$ cat src/rtl/aes_key_pkg.sv
// Shared definitions for the AES-128 key-schedule blocks: sizes, FSM states,
// composite-field S-box, round constants and InvMixColumns helpers.
package aes_key_pkg;

    localparam int unsigned AES128_ROUNDS = 10;
    localparam int unsigned AES_KEY_W     = 128;

    typedef enum logic [0:0] {IDLE, EMIT} key_state_t;

    // GF(2^2) multiply (tower basis)
    function automatic logic [1:0] gf2_mul(input logic [1:0] a, input logic [1:0] b);
        logic [1:0] k;
        k[1] = (a[1] & b[1]) ^ (a[0] & b[1]) ^ (a[1] & b[0]);
        k[0] = (a[1] & b[1]) ^ (a[0] & b[0]);
        return k;
    endfunction

    // GF(2^2) multiply by constant phi = {10}
    function automatic logic [1:0] gf2_mul_phi(input logic [1:0] q);
        return {q[1] ^ q[0], q[1]};
    endfunction

    // GF(2^4) multiply built from GF(2^2) sub-multipliers
    function automatic logic [3:0] gf4_mul(input logic [3:0] a, input logic [3:0] b);
        logic [1:0] hh, ll, hi, lo;
        hh = gf2_mul(a[3:2], b[3:2]);
        ll = gf2_mul(a[1:0], b[1:0]);
        hi = gf2_mul(a[3:2] ^ a[1:0], b[3:2] ^ b[1:0]) ^ ll;
        lo = gf2_mul_phi(hh) ^ ll;
        return {hi, lo};
    endfunction

    function automatic logic [3:0] gf4_sq(input logic [3:0] q);
        return {q[3], q[3] ^ q[2], q[2] ^ q[1], q[3] ^ q[1] ^ q[0]};
    endfunction

    // GF(2^4) multiply by constant lambda = {1100}
    function automatic logic [3:0] gf4_mul_lambda(input logic [3:0] q);
        return {q[2] ^ q[0], q[3] ^ q[2] ^ q[1] ^ q[0], q[3], q[2]};
    endfunction

    function automatic logic [3:0] gf4_inv(input logic [3:0] a);
        logic [3:0] q;
        q[3] = a[3] ^ (a[3] & a[2] & a[1]) ^ (a[3] & a[0]) ^ a[2];
        q[2] = (a[3] & a[2] & a[1]) ^ (a[3] & a[2] & a[0]) ^ (a[3] & a[0]) ^ a[2]
             ^ (a[2] & a[1]);
        q[1] = a[3] ^ (a[3] & a[2] & a[1]) ^ (a[3] & a[1] & a[0]) ^ a[2]
             ^ (a[2] & a[0]) ^ a[1];
        q[0] = (a[3] & a[2] & a[1]) ^ (a[3] & a[2] & a[0]) ^ (a[3] & a[1])
             ^ (a[3] & a[1] & a[0]) ^ (a[3] & a[0]) ^ a[2] ^ (a[2] & a[1])
             ^ (a[2] & a[1] & a[0]) ^ a[1] ^ a[0];
        return q;
    endfunction

    // Isomorphism GF(2^8) -> GF((2^4)^2)
    function automatic logic [7:0] iso_map(input logic [7:0] a);
        logic [7:0] q;
        q[7] = a[7] ^ a[5];
        q[6] = a[7] ^ a[6] ^ a[4] ^ a[3] ^ a[2] ^ a[1];
        q[5] = a[7] ^ a[5] ^ a[3] ^ a[2];
        q[4] = a[7] ^ a[5] ^ a[3] ^ a[2] ^ a[1];
        q[3] = a[7] ^ a[6] ^ a[2] ^ a[1];
        q[2] = a[7] ^ a[4] ^ a[3] ^ a[2] ^ a[1];
        q[1] = a[6] ^ a[4] ^ a[1];
        q[0] = a[6] ^ a[1] ^ a[0];
        return q;
    endfunction

    // Isomorphism GF((2^4)^2) -> GF(2^8)
    function automatic logic [7:0] iso_inv(input logic [7:0] a);
        logic [7:0] q;
        q[7] = a[7] ^ a[6] ^ a[5] ^ a[1];
        q[6] = a[6] ^ a[2];
        q[5] = a[6] ^ a[5] ^ a[1];
        q[4] = a[6] ^ a[5] ^ a[4] ^ a[2] ^ a[1];
        q[3] = a[5] ^ a[4] ^ a[3] ^ a[2] ^ a[1];
        q[2] = a[7] ^ a[4] ^ a[3] ^ a[2] ^ a[1];
        q[1] = a[5] ^ a[4];
        q[0] = a[6] ^ a[5] ^ a[4] ^ a[2] ^ a[0];
        return q;
    endfunction

    // Forward AES S-box: composite-field inverse followed by the affine map
    function automatic logic [7:0] sbox(input logic [7:0] x);
        logic [7:0] m, y, z, s;
        logic [3:0] ah, al, d, di;
        m  = iso_map(x);
        ah = m[7:4];
        al = m[3:0];
        d  = gf4_mul_lambda(gf4_sq(ah)) ^ gf4_mul(ah ^ al, al);
        di = gf4_inv(d);
        y  = {gf4_mul(ah, di), gf4_mul(ah ^ al, di)};
        z  = iso_inv(y);
        for (int unsigned i = 0; i < 8; i++) begin
            s[i] = z[i] ^ z[(i + 4) % 8] ^ z[(i + 5) % 8] ^ z[(i + 6) % 8] ^ z[(i + 7) % 8];
        end
        return s ^ 8'h63;
    endfunction

    function automatic logic [7:0] rcon(input logic [3:0] r);
        case (r)
            4'd1:    return 8'h01;
            4'd2:    return 8'h02;
            4'd3:    return 8'h04;
            4'd4:    return 8'h08;
            4'd5:    return 8'h10;
            4'd6:    return 8'h20;
            4'd7:    return 8'h40;
            4'd8:    return 8'h80;
            4'd9:    return 8'h1b;
            4'd10:   return 8'h36;
            default: return 8'h00;
        endcase
    endfunction

    function automatic logic [7:0] xtime(input logic [7:0] a);
        return {a[6:0], 1'b0} ^ (a[7] ? 8'h1b : 8'h00);
    endfunction

    // InvMixColumns of one column, byte 0 in [31:24]
    function automatic logic [31:0] inv_mixcol_word(input logic [31:0] w);
        logic [7:0] b  [4];
        logic [7:0] x2 [4];
        logic [7:0] x4 [4];
        logic [7:0] x8 [4];
        logic [7:0] m9 [4];
        logic [7:0] mb [4];
        logic [7:0] md [4];
        logic [7:0] me [4];
        logic [31:0] o;
        for (int unsigned i = 0; i < 4; i++) begin
            b[i]  = w[31 - 8*i -: 8];
            x2[i] = xtime(b[i]);
            x4[i] = xtime(x2[i]);
            x8[i] = xtime(x4[i]);
            m9[i] = x8[i] ^ b[i];
            mb[i] = x8[i] ^ x2[i] ^ b[i];
            md[i] = x8[i] ^ x4[i] ^ b[i];
            me[i] = x8[i] ^ x4[i] ^ x2[i];
        end
        for (int unsigned i = 0; i < 4; i++) begin
            o[31 - 8*i -: 8] = me[i] ^ mb[(i + 1) % 4] ^ md[(i + 2) % 4] ^ m9[(i + 3) % 4];
        end
        return o;
    endfunction

    function automatic logic [AES_KEY_W-1:0] inv_mixcol_key(input logic [AES_KEY_W-1:0] k);
        return {inv_mixcol_word(k[127:96]), inv_mixcol_word(k[95:64]),
                inv_mixcol_word(k[63:32]),  inv_mixcol_word(k[31:0])};
    endfunction

endpackage

$ cat src/rtl/inv_round_key_gen_128.sv
// One reverse step of the AES-128 key schedule: round-r key -> round-(r-1) key.
module inv_round_key_gen_128
    import aes_key_pkg::*;
(
    input  logic [AES_KEY_W-1:0] key_in,
    input  logic [3:0]           rnd,
    output logic [AES_KEY_W-1:0] key_out
);

    logic [31:0] k0, k1, k2, k3;
    logic [31:0] p0, p1, p2, p3;
    logic [31:0] sub_rot;

    // Undo the word chaining, then recover word 0 through RotWord/SubWord/rcon
    always_comb begin
        k0 = key_in[127:96];
        k1 = key_in[95:64];
        k2 = key_in[63:32];
        k3 = key_in[31:0];
        p3 = k3 ^ k2;
        p2 = k2 ^ k1;
        p1 = k1 ^ k0;
        sub_rot = {sbox(p3[23:16]), sbox(p3[15:8]), sbox(p3[7:0]), sbox(p3[31:24])};
        p0 = k0 ^ sub_rot ^ {rcon(rnd), 24'h0};
        key_out = {p0, p1, p2, p3};
    end

endmodule

$ cat src/rtl/aes_inv_keyexp_128.sv
// Reverse AES-128 key schedule: emits round keys 10 down to 0 over a
// valid/ready handshake, starting from the round-10 key.
// Optional: AES_INV_KEYEXP_MIXCOL_EN maps rounds 9..1 through InvMixColumns
// (equivalent-inverse-cipher keys); the stored schedule stays raw.
module aes_inv_keyexp_128
    import aes_key_pkg::*;
#(
    parameter int unsigned ROUNDS = AES128_ROUNDS
) (
    input  logic                 clk,
    input  logic                 reset,
    input  logic                 start,
    input  logic [AES_KEY_W-1:0] last_key,
    input  logic                 skey_ready,
    output logic [AES_KEY_W-1:0] subkey,
    output logic [3:0]           round,
    output logic                 valid_skey,
    output logic                 done
);

    key_state_t           state;
    logic [AES_KEY_W-1:0] key_r;
    logic [AES_KEY_W-1:0] key_prev;

    inv_round_key_gen_128 u_step (
        .key_in  (key_r),
        .rnd     (round),
        .key_out (key_prev)
    );

    // Sequence control: load on start, step back one round per handshake
    always_ff @(posedge clk) begin
        if (reset) begin
            state      <= IDLE;
            key_r      <= '0;
            round      <= '0;
            valid_skey <= 1'b0;
            done       <= 1'b0;
        end else begin
            done <= 1'b0;
            case (state)
                IDLE: begin
                    if (start) begin
                        key_r      <= last_key;
                        round      <= 4'(ROUNDS);
                        valid_skey <= 1'b1;
                        state      <= EMIT;
                    end
                end
                EMIT: begin
                    if (valid_skey && skey_ready) begin
                        if (round != 4'd0) begin
                            key_r <= key_prev;
                            round <= round - 4'd1;
                        end else begin
                            valid_skey <= 1'b0;
                            done       <= 1'b1;
                            state      <= IDLE;
                        end
                    end
                end
                default: state <= IDLE;
            endcase
        end
    end

`ifdef AES_INV_KEYEXP_MIXCOL_EN
    // Middle rounds leave as equivalent-inverse-cipher keys; ends stay raw
    always_comb begin
        subkey = key_r;
        if (round != 4'd0 && round != 4'(ROUNDS)) begin
            subkey = inv_mixcol_key(key_r);
        end
    end
`else
    // Raw schedule straight from the key register
    always_comb begin
        subkey = key_r;
    end
`endif

endmodule

$ cat config.mk
export PLATFORM = sky130hd
export DESIGN_NAME = aes_inv_keyexp_128
export DESIGN_NICKNAME = d
export VERILOG_FILES = /design/src/rtl/aes_key_pkg.sv /design/src/rtl/inv_round_key_gen_128.sv /design/src/rtl/aes_inv_keyexp_128.sv
export SDC_FILE = /design/constraint.sdc
export NUM_CORES = 1
export LEC_CHECK = 0
export BUFFER_PORTS_ARGS = -buffer_cell sky130_fd_sc_hd__buf_4
export CAP_MARGIN = 20
export CORE_MARGIN = 1
export CORE_UTILIZATION = 40
export DETAILED_ROUTE_END_ITERATION = 16
export HOLD_SLACK_MARGIN = 0.15
export PLACE_DENSITY_LB_ADDON = 0.3
export SYNTH_ARGS = -nofsm -noshare
export SYNTH_HDL_FRONTEND = slang
export SYNTH_SLANG_ARGS = --single-unit
$ cat constraint.sdc
create_clock -name clk -period 8.9 [get_ports clk]
set_input_delay 2.67 -clock clk [delete_from_list [all_inputs] [get_ports clk]]
set_output_delay 2.67 -clock clk [all_outputs]
set_load 0.005 [all_outputs]
# Word level (Yosys, flattened, before mapping)
# Memory sizes are Yosys's and may differ from the RTL's. A register that Yosys moved wholly into a read port is not among the register bits.
# Cells that the tools add are included.
# totals
reg_bits	135
n_memories	1
romBits	128
output_inout_bits	134
mem_bits_rw	0
latchBits	0
# memory_table
memory	depth	word_bits	read_ports	rd_ports_with_merged_regs	write_ports	line_no	text
(no name shown)	16	8	1	1	0	aes_key_pkg.sv:101	case (r)
# classes
n_bitwise	727
div_mod_pow	0
addsub	1
n_reduce_logical	5
shift	0
eq_ne	4
magnitude_cmp	0
n_mul	0
n_mux	19
# ops
cell	count
$xor A1 B1 Y1	488
$mux W128	3
$pmux W128 S2	1
$and A1 B1 Y1	180
$xor A32 B32 Y32	5
$xor A2 B2 Y2	40
$xor A4 B4 Y4	8
$mux W4	5
$not A4 Y4	4
$pmux W4 S2	1
$mux W1	7
$reduce_and A3 Y1	2
$ne A2 B1 Y1 const B	2
$ne A2 B2 Y1 const B	2
$pmux W1 S2	2
$reduce_bool A4 Y1	1
$sub A4 B1 Y4 const B	1
$reduce_or A3 Y1	1
$not A1 Y1	2
$logic_and A1 B1 Y1	1

# Logic depth before layout (Yosys ltp)
# Gate-level depths: netlist of run 1.
# logic_depth
word_depth	43
depth_mapped	27
mapped_depth_nobuf	24

# Hierarchy
# Synthesis of run 1 repeated with hierarchy kept, for this count alone.
# hier_totals
cells_unflattened	1735
hier_area_um2	15406.0
# modules_own_cells
mod	cells_per_inst	seq_area_each_um2	area_per_inst_um2	instances
inv_round_key_gen_128	1099	0.0	8672.1	1
aes_inv_keyexp_128	636	2702.6	6734.0	1

# Worst setup path after synthesis of run 1
# Ideal clock, no wire load.
# synth_timing
path_kind	register to register
start	reg key_r[55] (netlist: subkey[55])
end	reg key_r[122] (netlist: subkey[122])
required_ns	8.772
t_arrival_ns	6.215
setup_slack_ns	2.558
path_stages_with_launch	26
setup_time_ns	0.128
path_cell_list	dfxtp_1 xnor2_2 xor2_1 inv_1 clkbuf_1 xnor2_1 inv_1 nor2_1 nor2_1 ha_1 clkbuf_1 xor2_1 clkbuf_1 mux2i_1 o22ai_1 xor2_1 clkbuf_1 nor2_1 a222oi_1 o221ai_2 xor2_2 xnor3_2 xnor3_2 xnor3_1 a221oi_2 nor2_1
# synth_between
elab_chain_cells	41
# synth_lines
item	line_no	text
start, declared	aes_inv_keyexp_128.sv:22	logic [AES_KEY_W-1:0] key_r;
start signal, assigned	aes_inv_keyexp_128.sv:44	key_r <= last_key;
start signal, assigned	aes_inv_keyexp_128.sv:53	key_r <= key_prev;
$xor A32 B32 Y32 (*)	inv_round_key_gen_128.sv:20	p3 = k3 ^ k2;
$xor A1 B1 Y1	aes_key_pkg.sv:59, aes_key_pkg.sv:62	
$xor A1 B1 Y1 (4 in a row)	aes_key_pkg.sv:59	q[6] = a[7] ^ a[6] ^ a[4] ^ a[3] ^ a[2] ^ a[1];
$xor A4 B4 Y4	aes_key_pkg.sv:90, aes_key_pkg.sv:92	
$xor A2 B2 Y2	aes_key_pkg.sv:28	hi = gf2_mul(a[3:2] ^ a[1:0], b[3:2] ^ b[1:0]) ^ ll;
$and A1 B1 Y1	aes_key_pkg.sv:13	k[1] = (a[1] & b[1]) ^ (a[0] & b[1]) ^ (a[1] & b[0]);
$xor A1 B1 Y1 (2 in a row)	aes_key_pkg.sv:13	
$xor A2 B2 Y2	aes_key_pkg.sv:28	
[15 not listed]	--	
$xor A2 B2 Y2	aes_key_pkg.sv:28	
$xor A1 B1 Y1 (4 in a row)	aes_key_pkg.sv:77	q[2] = a[7] ^ a[4] ^ a[3] ^ a[2] ^ a[1];
$xor A1 B1 Y1 (3 in a row)	aes_key_pkg.sv:95	s[i] = z[i] ^ z[(i + 4) % 8] ^ z[(i + 5) % 8] ^ z[(i + 6) % 8] ^ z[(i + 7) % 8];
$xor A1 B1 Y1 (*)	aes_key_pkg.sv:95	
$xor A32 B32 Y32 (*) (2 in a row)	inv_round_key_gen_128.sv:24	p0 = k0 ^ sub_rot ^ {rcon(rnd), 24'h0};
$mux W128 (*)	aes_inv_keyexp_128.sv:52	if (round != 4'd0) begin
$mux W128 (*)	aes_inv_keyexp_128.sv:51	if (valid_skey && skey_ready) begin
$pmux W128 S2 (*)	aes_inv_keyexp_128.sv:41	case (state)
# Every way passes the cells marked *; elsewhere a longest branch is shown, timed or not. The select of a mux whose other input is x is not followed.
# A chain may end at the register's enable or synchronous reset.

# Worst setup path after layout of run 1
# layout_timing
start	reg key_r[52] (netlist: subkey[52])
end	reg key_r[122] (netlist: subkey[122])
# layout_between
elab_chain_cells	40
# layout_lines
item	line_no	text
$xor A32 B32 Y32 (*)	inv_round_key_gen_128.sv:20	
$xor A1 B1 Y1 (on tied branches) (4 in a row)	aes_key_pkg.sv:59, aes_key_pkg.sv:63	
$xor A4 B4 Y4	aes_key_pkg.sv:90, aes_key_pkg.sv:92	
$xor A2 B2 Y2	aes_key_pkg.sv:28	
$and A1 B1 Y1	aes_key_pkg.sv:13	
$xor A1 B1 Y1 (2 in a row)	aes_key_pkg.sv:13	
$xor A2 B2 Y2	aes_key_pkg.sv:28	
$xor A4 B4 Y4	aes_key_pkg.sv:90	d = gf4_mul_lambda(gf4_sq(ah)) ^ gf4_mul(ah ^ al, al);
[14 not listed]	--	
$xor A2 B2 Y2	aes_key_pkg.sv:28	
$xor A1 B1 Y1 (4 in a row)	aes_key_pkg.sv:77	
$xor A1 B1 Y1 (3 in a row)	aes_key_pkg.sv:95	
$xor A1 B1 Y1 (*)	aes_key_pkg.sv:95	
$xor A32 B32 Y32 (*) (2 in a row)	inv_round_key_gen_128.sv:24	
$mux W128 (*)	aes_inv_keyexp_128.sv:52	
$mux W128 (*)	aes_inv_keyexp_128.sv:51	
$pmux W128 S2 (*)	aes_inv_keyexp_128.sv:41	
# Marks and branches as above.

==> metrics.txt, run 1 <==
TritonCTS clock tree done; net count after synthesis 2021; clk slew on worst S/H paths 0.07 ns; Buffers on Ports 265; Avg Cell Area, Syn 7.375 µm²; hold path start subkey[83]$_SDFFE_PP0P_; post-CTS sizing 0; Num CTS Buffers 17; die width 187.6 µm; clk root buf clkbuf_16; DRT iter0 DRCs 1078; max-slew violation count 0; first drt pass iteration count 5; H-tree Lvls 4; clock tree buffer depth 2; RSZ-0062 raised after global routing no; HP Class reg -> reg; Core Region 0.03370 mm²; Final GP Congestion 0.9355; Mapped Area 0.01378 mm²; Worst-Skew Late Latency 0.46 ns; Area Growth Syn to Fin 20.91%; fin crit share 0.8317; CP Launch Type flop; total gr overflow 0; Yosys warning total 0; crit path capture type flop; setup TNS 0 ns; Die Height 187.6 µm; hold_buf cts 0; sequential share of the synthesized area 0.2078; Vias/cell 5.855; placed insts 2483; slew at the pin with the worst max-slew slack 1.088 ns; async set-reset flop share out of synthesis 0; Total GRT Usage 0.2678; WHS Path Cells 2; Fill cells 3383; Setup CP Type reg -> reg; r2r startpoint subkey[52]$_SDFFE_PP0P_; Ports 266; Reg area 0.002864 mm²; Worst Path Max Fanout 12; num rows 67; clock skew 0.01772 ns; Main synth FF type dfxtp_1; Post-CTS Setup Bufs 0; layout cells sized above 1 0.1804; Reg2Reg Depth 22; first-pass GRT wire length 75750 µm; min Tclk post-route 7.402 ns; largest net degree at the start of global routing 130; initial antenna violation count 1; drt total wl 48240 µm; Finish-stage setup viols 0; via count 14730; WP data arrival 7.73 ns; Worst Hold End subkey[83]$_SDFFE_PP0P_; Max-Slew Margin vs Limit 0.2697; Remaining DRCs 0; Final ANT Viol Nets 0; top achievable clock speed 135.1 MHz; flop-to-flop setup slack 1.50 ns; Hold Fails Final Rpt 0; Post-layout nets 2208; Distinct cells, synth 84; CP required 9.23 ns; max-cap viol count 0; Initial Util 0.4088; vias in the first global route 13910; synthesized flop and latch total 143; outcome finished clean; pre-CTS setup slack 1.564 ns; Inserted Diodes 0; drt wl/cell 19.17 µm; CTS Sinks 143; multi-input logic area 0.01038 mm²; Cell Count, Final, Fillers Out 2516; Post-synth EDFFs 0; Die Area 0.03519 mm²; worst setup margin 1.498 ns; Final HPWL DP 35300 µm; synthesized instance count 1868; capturing point of the worst reg2reg path subkey[122]$_SDFFE_PP0P_
-- how the worst max path moves through the flow --
| stage | from | endpoint | slack, ns | cells after the start |
|---|---|---|---|---|
| after floorplan | subkey[55]$_SDFFE_PP0P_ | subkey[122]$_SDFFE_PP0P_ | 2.56 | 25 |
| after global placement | subkey[52]$_SDFFE_PP0P_ | subkey[122]$_SDFFE_PP0P_ | 1.78 | 22 |
| after detailed placement | subkey[52]$_SDFFE_PP0P_ | subkey[122]$_SDFFE_PP0P_ | 1.56 | 22 |
| after CTS | subkey[52]$_SDFFE_PP0P_ | subkey[122]$_SDFFE_PP0P_ | 1.57 | 22 |
| after global routing | subkey[52]$_SDFFE_PP0P_ | subkey[122]$_SDFFE_PP0P_ | 0.95 | 22 |
| final | subkey[52]$_SDFFE_PP0P_ | subkey[122]$_SDFFE_PP0P_ | 1.50 | 22 |
-- worst max-delay path, stage by stage, from the launching register on --
cell and delay (ns):
dfxtp_1 0.35, xnor2_1 0.52, xor3_2 0.47, xnor2_4 0.22, xnor2_1 0.40, inv_1 0.22
ha_1 0.61, xor2_1 0.63, and2_1 0.22, a21oi_1 0.07, o22ai_1 0.23, xor2_1 0.31
buf_4 0.24, a311o_2 0.23, o22ai_1 0.15, a32oi_1 0.26, o211ai_2 0.19, xor2_1 0.32
xnor3_2 0.54, xnor3_2 0.40, xnor3_1 0.38, a221oi_2 0.21, nor2_1 0.07
-- metal layers --
metal	share of wire	global-route usage
met3	0.071	0.04885
met2	0.49	0.4591
met4	0.027	0.1007
met1	0.41	0.3319
met5	0	0
-- metrics by stage --
stage | utilization | instance area [µm²] | hold WS [ns]
2_1_floorplan | - | 13780 | 0.4775
3_3_place_gp | 0.4764 | 16050 | 0.4754
3_5_place_dp | 0.4764 | 16050 | 0.4905
4_1_cts | 0.4940 | 16650 | 0.5027
5_1_grt | 0.4942 | 16660 | 0.5459
6_report | 0.4942 | 16660 | 0.5068
-- cells in the mapped netlist, drive strengths merged, types with 6 or more instances --
| cell type | number | area share |
|---|---|---|
| a2111oi | 6 | 0.0039 |
| a211oi | 19 | 0.011 |
| a21oi | 198 | 0.072 |
| a221oi | 9 | 0.0066 |
| a22o | 70 | 0.045 |
| a22oi | 13 | 0.0071 |
| a31oi | 20 | 0.0091 |
| a32oi | 9 | 0.0057 |
| and2 | 8 | 0.0036 |
| and3 | 12 | 0.0054 |
| buf | 19 | 0.0064 |
| clkbuf | 101 | 0.028 |
| dfxtp | 143 | 0.21 |
| ha | 21 | 0.019 |
| inv | 23 | 0.0063 |
| mux2 | 6 | 0.0049 |
| mux2i | 9 | 0.0065 |
| nand2 | 240 | 0.065 |
| nand2b | 11 | 0.0050 |
| nand3 | 30 | 0.011 |
| nand4 | 7 | 0.0032 |
| nor2 | 226 | 0.062 |
| nor2b | 10 | 0.0045 |
| nor3 | 21 | 0.0076 |
| nor3b | 6 | 0.0033 |
| o211ai | 17 | 0.0096 |
| o21a | 7 | 0.0038 |
| o21ai | 167 | 0.061 |
| o221ai | 7 | 0.0049 |
| o22ai | 31 | 0.015 |
| o2bb2ai | 15 | 0.0095 |
| o31ai | 6 | 0.0033 |
| or2 | 6 | 0.0027 |
| xnor2 | 212 | 0.15 |
| xnor3 | 24 | 0.040 |
| xor2 | 79 | 0.052 |
-- cell families after synthesis --
family	Yosys count	synth area share
and+or+nand+nor	592	0.1830
AOI/OAI and AO/OA	633	0.2916
adders and majority gates	22	0.01989
buffers and inverters	144	0.04042
DFF	143	0.2078
muxes	15	0.01144
xor gates and xnor gates	319	0.2459
-- final cells by class --
cell class              count  area share
multi-input cells        1581      0.6231
inverters                  24    0.005709
repair buffers            288      0.1298
flip-flops and latches    143      0.1720
clock inverters            15     0.01022
well taps                 448     0.03365
clock buffers              17     0.02554
-- registers in the layout, indices dropped and copies added (netlist names), named ones only --
name,flops
subkey,128
round,4
done,1
state,1
valid_skey,1
-- cells in the final DEF, fill, tap and decap left out, types with 15 or more instances in the layout --
| cell type | count |
|---|---|
| o21ai_0 | 162 |
| inv_1 | 22 |
| xnor2_1 | 195 |
| ha_1 | 21 |
| a22o_1 | 70 |
| o22ai_1 | 30 |
| nor2_1 | 224 |
| o2bb2ai_1 | 15 |
| buf_4 | 288 |
| dfxtp_1 | 142 |
| a31oi_1 | 20 |
| o211ai_1 | 16 |
| xnor3_1 | 20 |
| a21oi_1 | 198 |
| nand3_1 | 29 |
| nand2_1 | 239 |
| nor3_1 | 21 |
| xor2_1 | 75 |
| clkbuf_16 | 17 |
| a211oi_1 | 18 |
Power of run 1 is not shown: default switching activity piles up to over one toggle a cycle in this logic, so the estimate is an artifact.
==> run 2, diff against run 1 <==
==> constraint.sdc (replaced) <==
create_clock -name clk -period 6.28 [get_ports clk]
set_input_delay 1.884 -clock clk [delete_from_list [all_inputs] [get_ports clk]]
set_output_delay 1.884 -clock clk [all_outputs]
set_load 0.005 [all_outputs]
==> metrics.txt, run 2 (synthesized netlist as in run 1, its figures left out) <==
Remaining DRCs 0; Max-Slew Margin vs Limit 0.3139; Total GRT Usage 0.2826; Worst-Skew Late Latency 0.46 ns; initial antenna violation count 1; most frequent cells in the layout 413 x buf_4, 239 x nand2_1, 223 x nor2_1, 198 x a21oi_1, 184 x xnor2_1; clk root buf clkbuf_16; Vias/cell 5.822; via count 15390; first drt pass iteration count 6; slew at the pin with the worst max-slew slack 1.025 ns; Final ANT Viol Nets 0; Num CTS Buffers 17; fin crit share 0.9503; Hold Fails Final Rpt 0; pre-CTS setup slack 0.09579 ns; Reg area 0.002864 mm²; H-tree Lvls 4; CP required 6.61 ns; worst hold margin 0.5049 ns; worst setup margin 0.3119 ns; crit-path cells xnor2_2 > xor3_2 > xnor2_4 > xnor2_1 > inv_1 > ha_1 > xor2_1 > buf_4 > mux2i_1 > o22ai_1 > xor2_2 > a311o_2 > o22ai_1 > a32oi_1 > o211ai_2 > xor2_1 > xnor3_2 > xnor3_2 > xnor3_1 > a221oi_2 > nor2_1; top achievable clock speed 167.6 MHz; Finish-stage setup viols 0; max-slew violation count 0; Final GP Congestion 0.9493; multi-input logic area 0.01051 mm²; die width 187.6 µm; Critical Path Max Stage Delay 0.57 ns; HP Class reg -> reg; CP Launch Type flop; outcome finished clean; max reg flops 128; Post-layout nets 2334; flop-to-flop setup slack 0.31 ns; Setup CP Type reg -> reg; Fill cells 3275; DRT iter0 DRCs 1170; clock skew 0.01277 ns; total gr overflow 0; num rows 67; Crit-path slowest cell xor3_2; TritonCTS clock tree done; min Tclk post-route 5.968 ns; Core Region 0.03370 mm²; drt wl/cell 19.31 µm; max-cap viol count 0; Initial Util 0.4088; first-pass GRT wire length 79660 µm; Final HPWL DP 37940 µm; clock tree buffer depth 2; Area Growth Syn to Fin 28.74%; Die Area 0.03519 mm²; Worst Path Max Fanout 9; hold_buf cts 0; crit path capture type flop; WP data arrival 6.30 ns; Ports 266; drt total wl 51050 µm; vias in the first global route 14370; largest net degree at the start of global routing 125; CTS Sinks 143; Die Height 187.6 µm; most common cell after layout, fill and taps aside buf_4; Buffers on Ports 265; clk slew on worst S/H paths 0.07 ns; layout cells sized above 1 0.2352
==> run 2: cell types whose count changed in the layout (fill, tap and decap cells not counted), sizes merged <==
| cell | change |
|---|---|
| clkbuf | +1 |
| diode | +1 |
| buf | +126 |
| clkinv | -1 |
==> run 2: critical path: cells and delay by family, from the launching register on <==
kind / cells / cell delay (ns)
and+or+nand+nor: 1 / 0.06
DFF: 1 / 0.37
adders and majority gates: 1 / 0.34
xor gates and xnor gates: 10 / 3.19
AOI/OAI and AO/OA: 6 / 1.46
buffers and inverters: 2 / 0.33
muxes: 1 / 0.08
==> run 2: repair_timing <==
| item | in CTS | in global routing |
|---|---|---|
| setup buffers | 0 | 9 |
| gates resized for setup | 1 | 19 |
| endpoints found under the setup margin | 2 | 19 |
| pin swaps | 0 | 6 |
==> run 2: layer usage <==
metal | vias up | share of wire | GRT usage
met4 | 0 | 0.028 | 0.1016
li1 | 7290 | - | -
met5 | - | 0 | 0
met2 | 609 | 0.48 | 0.4805
met1 | 7409 | 0.42 | 0.3572
met3 | 80 | 0.066 | 0.04847
==> run 2: worst paths after layout <==
check | startpoint | end | cells after the start
setup / recovery | subkey[52]$_SDFFE_PP0P_ | subkey[122]$_SDFFE_PP0P_ | 21
hold / removal | subkey[83]$_SDFFE_PP0P_ | subkey[83]$_SDFFE_PP0P_ | 2
hold reg to reg | subkey[83]$_SDFFE_PP0P_ | subkey[83]$_SDFFE_PP0P_ | 2
setup reg to reg | subkey[52]$_SDFFE_PP0P_ | subkey[122]$_SDFFE_PP0P_ | 21
==> run 2: area by class of cell <==
| cell class | instances | area share |
|---|---|---|
| Antenna cell | 1 | 0.0001411 |
| Clock buffer | 18 | 0.02476 |
| Clock inverter | 14 | 0.008255 |
| Inverter | 24 | 0.005362 |
| Multi-Input combinational cell | 1581 | 0.5924 |
| Sequential cell | 143 | 0.1615 |
| Tap cell | 448 | 0.03161 |
| Timing Repair Buffer | 414 | 0.1760 |
==> run 2: per-stage QoR <==
step | instances | area, µm² | setup TNS (ns) | util
finish | 2643 | 17730 | 0 | 0.5262
CTS | 2633 | 17540 | 0 | 0.5206
floorplan | 1868 | 13780 | 0 | -
global route | 2642 | 17730 | -0.08893 | 0.5262
global placement | 2601 | 16950 | 0 | 0.5030
detailed placement | 2601 | 16950 | 0 | 0.5030
Power of run 2 is left out for the same reason.
==> run 3, diff against run 2 <==
==> constraint.sdc (replaced) <==
create_clock -name clk -period 6.28 [get_ports clk]
set_input_delay 1.884 -clock clk [delete_from_list [all_inputs] [get_ports clk]]
set_output_delay 1.884 -clock clk [all_outputs]
set_load 0.05 [all_outputs]
==> metrics.txt, run 3 (synthesized netlist as in run 1, its figures left out) <==
max reg flops 128; clk root buf clkbuf_16; Worst-Skew Late Latency 0.46 ns; drt total wl 50940 µm; Final ANT Viol Nets 0; vias in the first global route 14480; Core Region 0.03370 mm²; Worst Path Max Fanout 13; final core occ 0.5318; first-pass GRT wire length 79590 µm; H-tree Lvls 4; total gr overflow 0; initial antenna violation count 1; fin crit share 0.9470; CP Launch Type flop; top achievable clock speed 168.1 MHz; Area Growth Syn to Fin 30.09%; clock skew 0.02037 ns; outcome finished clean; min Tclk post-route 5.947 ns; Remaining DRCs 0; Die Area 0.03519 mm²; Num CTS Buffers 17; Total GRT Usage 0.2829; layout cells sized above 1 0.2447; HP Class reg -> reg; TritonCTS clock tree done; slew at the pin with the worst max-slew slack 1.057 ns; Ports 266; Initial Util 0.4088; Final GP Congestion 0.9204; pre-CTS setup slack 0.05198 ns; largest net degree at the start of global routing 127; Hold Fails Final Rpt 0; num rows 67; DRT iter0 DRCs 1052; CTS Sinks 143; Finish-stage setup viols 0; clk slew on worst S/H paths 0.07 ns; WP data arrival 6.33 ns; Post-layout nets 2347; Max-Slew Margin vs Limit 0.2915; most common cell after layout, fill and taps aside buf_4; via count 15210; most frequent cells in the layout 423 x buf_4, 239 x nand2_1, 222 x nor2_1, 198 x a21oi_1, 185 x xnor2_1; Critical Path Max Stage Delay 0.58 ns; CP most frequent cell xnor2_1; Buffers on Ports 265; hold_buf cts 0; clock tree buffer depth 2; Die Height 187.6 µm; die width 187.6 µm; placed insts 2618; first drt pass iteration count 6; Setup CP Type reg -> reg; worst hold margin 0.4997 ns; crit path capture type flop; drt wl/cell 19.17 µm; worst setup margin 0.3328 ns; Crit-path slowest cell ha_1; CP required 6.67 ns; Final HPWL DP 38070 µm; Cell Count, Final, Fillers Out 2657; Vias/cell 5.725; max-slew violation count 0; crit-path cells xnor2_2 > xor3_1 > xor2_1 > xnor2_1 > inv_1 > ha_1 > xnor2_1 > nor2_1 > xnor3_1 > xnor2_1 > buf_4 > buf_4 > or2_2 > o21a_1 > o221a_2 > a21oi_1 > nor2_1 > xnor2_1 > xnor2_1 > mux2_2 > a31oi_1; max-cap viol count 0
## run 3: cell types whose count changed in the layout (fill, tap and decap cells not counted), sizes merged
cell | before | now
clkinv | 5 | 2
diode | 1 | 2
buf | 414 | 427
bufinv | 1 | 2
clkinvlp | 1 | 3
## run 3: final cells by class
| class | count | area (µm²) |
|---|---|---|
| Fill cell | 3257 | 15780 |
| Multi-Input combinational cell | 1581 | 10520 |
| Timing Repair Buffer | 427 | 3256 |
| Sequential cell | 143 | 2873 |
| Tap cell | 448 | 560.5 |
| Clock buffer | 18 | 439.2 |
| Clock inverter | 14 | 168.9 |
| Inverter | 24 | 95.09 |
| Antenna cell | 2 | 5.005 |
## run 3: what timing repair did
action / in CTS / in global routing
endpoints found under the setup margin: 2 / 19
pin swaps: 1 / 2
gates resized for setup: 1 / 19
buffers inserted: 3 / 2
## run 3: critical path: cells and delay by family (launching register included)
family / cells / cell delay (ns)
fa+ha+maj: 1 / 0.58
flops: 1 / 0.41
xor+xnor: 9 / 2.72
mux: 1 / 0.38
simple gates: 3 / 0.58
compound gates: 4 / 0.73
buf+inv: 3 / 0.47
## run 3: metal layers
layer | up-vias | wire [µm] | track usage
met1 | 7223 | 21570 | 0.3498
met4 | 0 | 1444 | 0.09725
met2 | 606 | 24760 | 0.4903
met3 | 69 | 3175 | 0.05166
li1 | 7314 | - | -
met5 | - | 0 | 0
## run 3: final timing paths
| path | slack (ns) | depth (start not counted) | startpoint | to |
|---|---|---|---|---|
| setup / recovery | 0.33 | 21 | subkey[42]$_SDFFE_PP0P_ | subkey[112]$_SDFFE_PP0P_ |
| hold / removal | 0.50 | 2 | subkey[83]$_SDFFE_PP0P_ | subkey[83]$_SDFFE_PP0P_ |
| hold reg to reg | 0.50 | 2 | subkey[83]$_SDFFE_PP0P_ | subkey[83]$_SDFFE_PP0P_ |
| setup reg to reg | 0.33 | 21 | subkey[42]$_SDFFE_PP0P_ | subkey[112]$_SDFFE_PP0P_ |
## run 3: stage by stage
step,instance area [µm²],setup TNS [ns]
final,17920,0
after global routing,17920,-0.004795
after detailed placement,17140,0
after global placement,17140,0
after CTS,17780,0
after floorplan,13810,0
Power of run 3 is left out for the same reason.
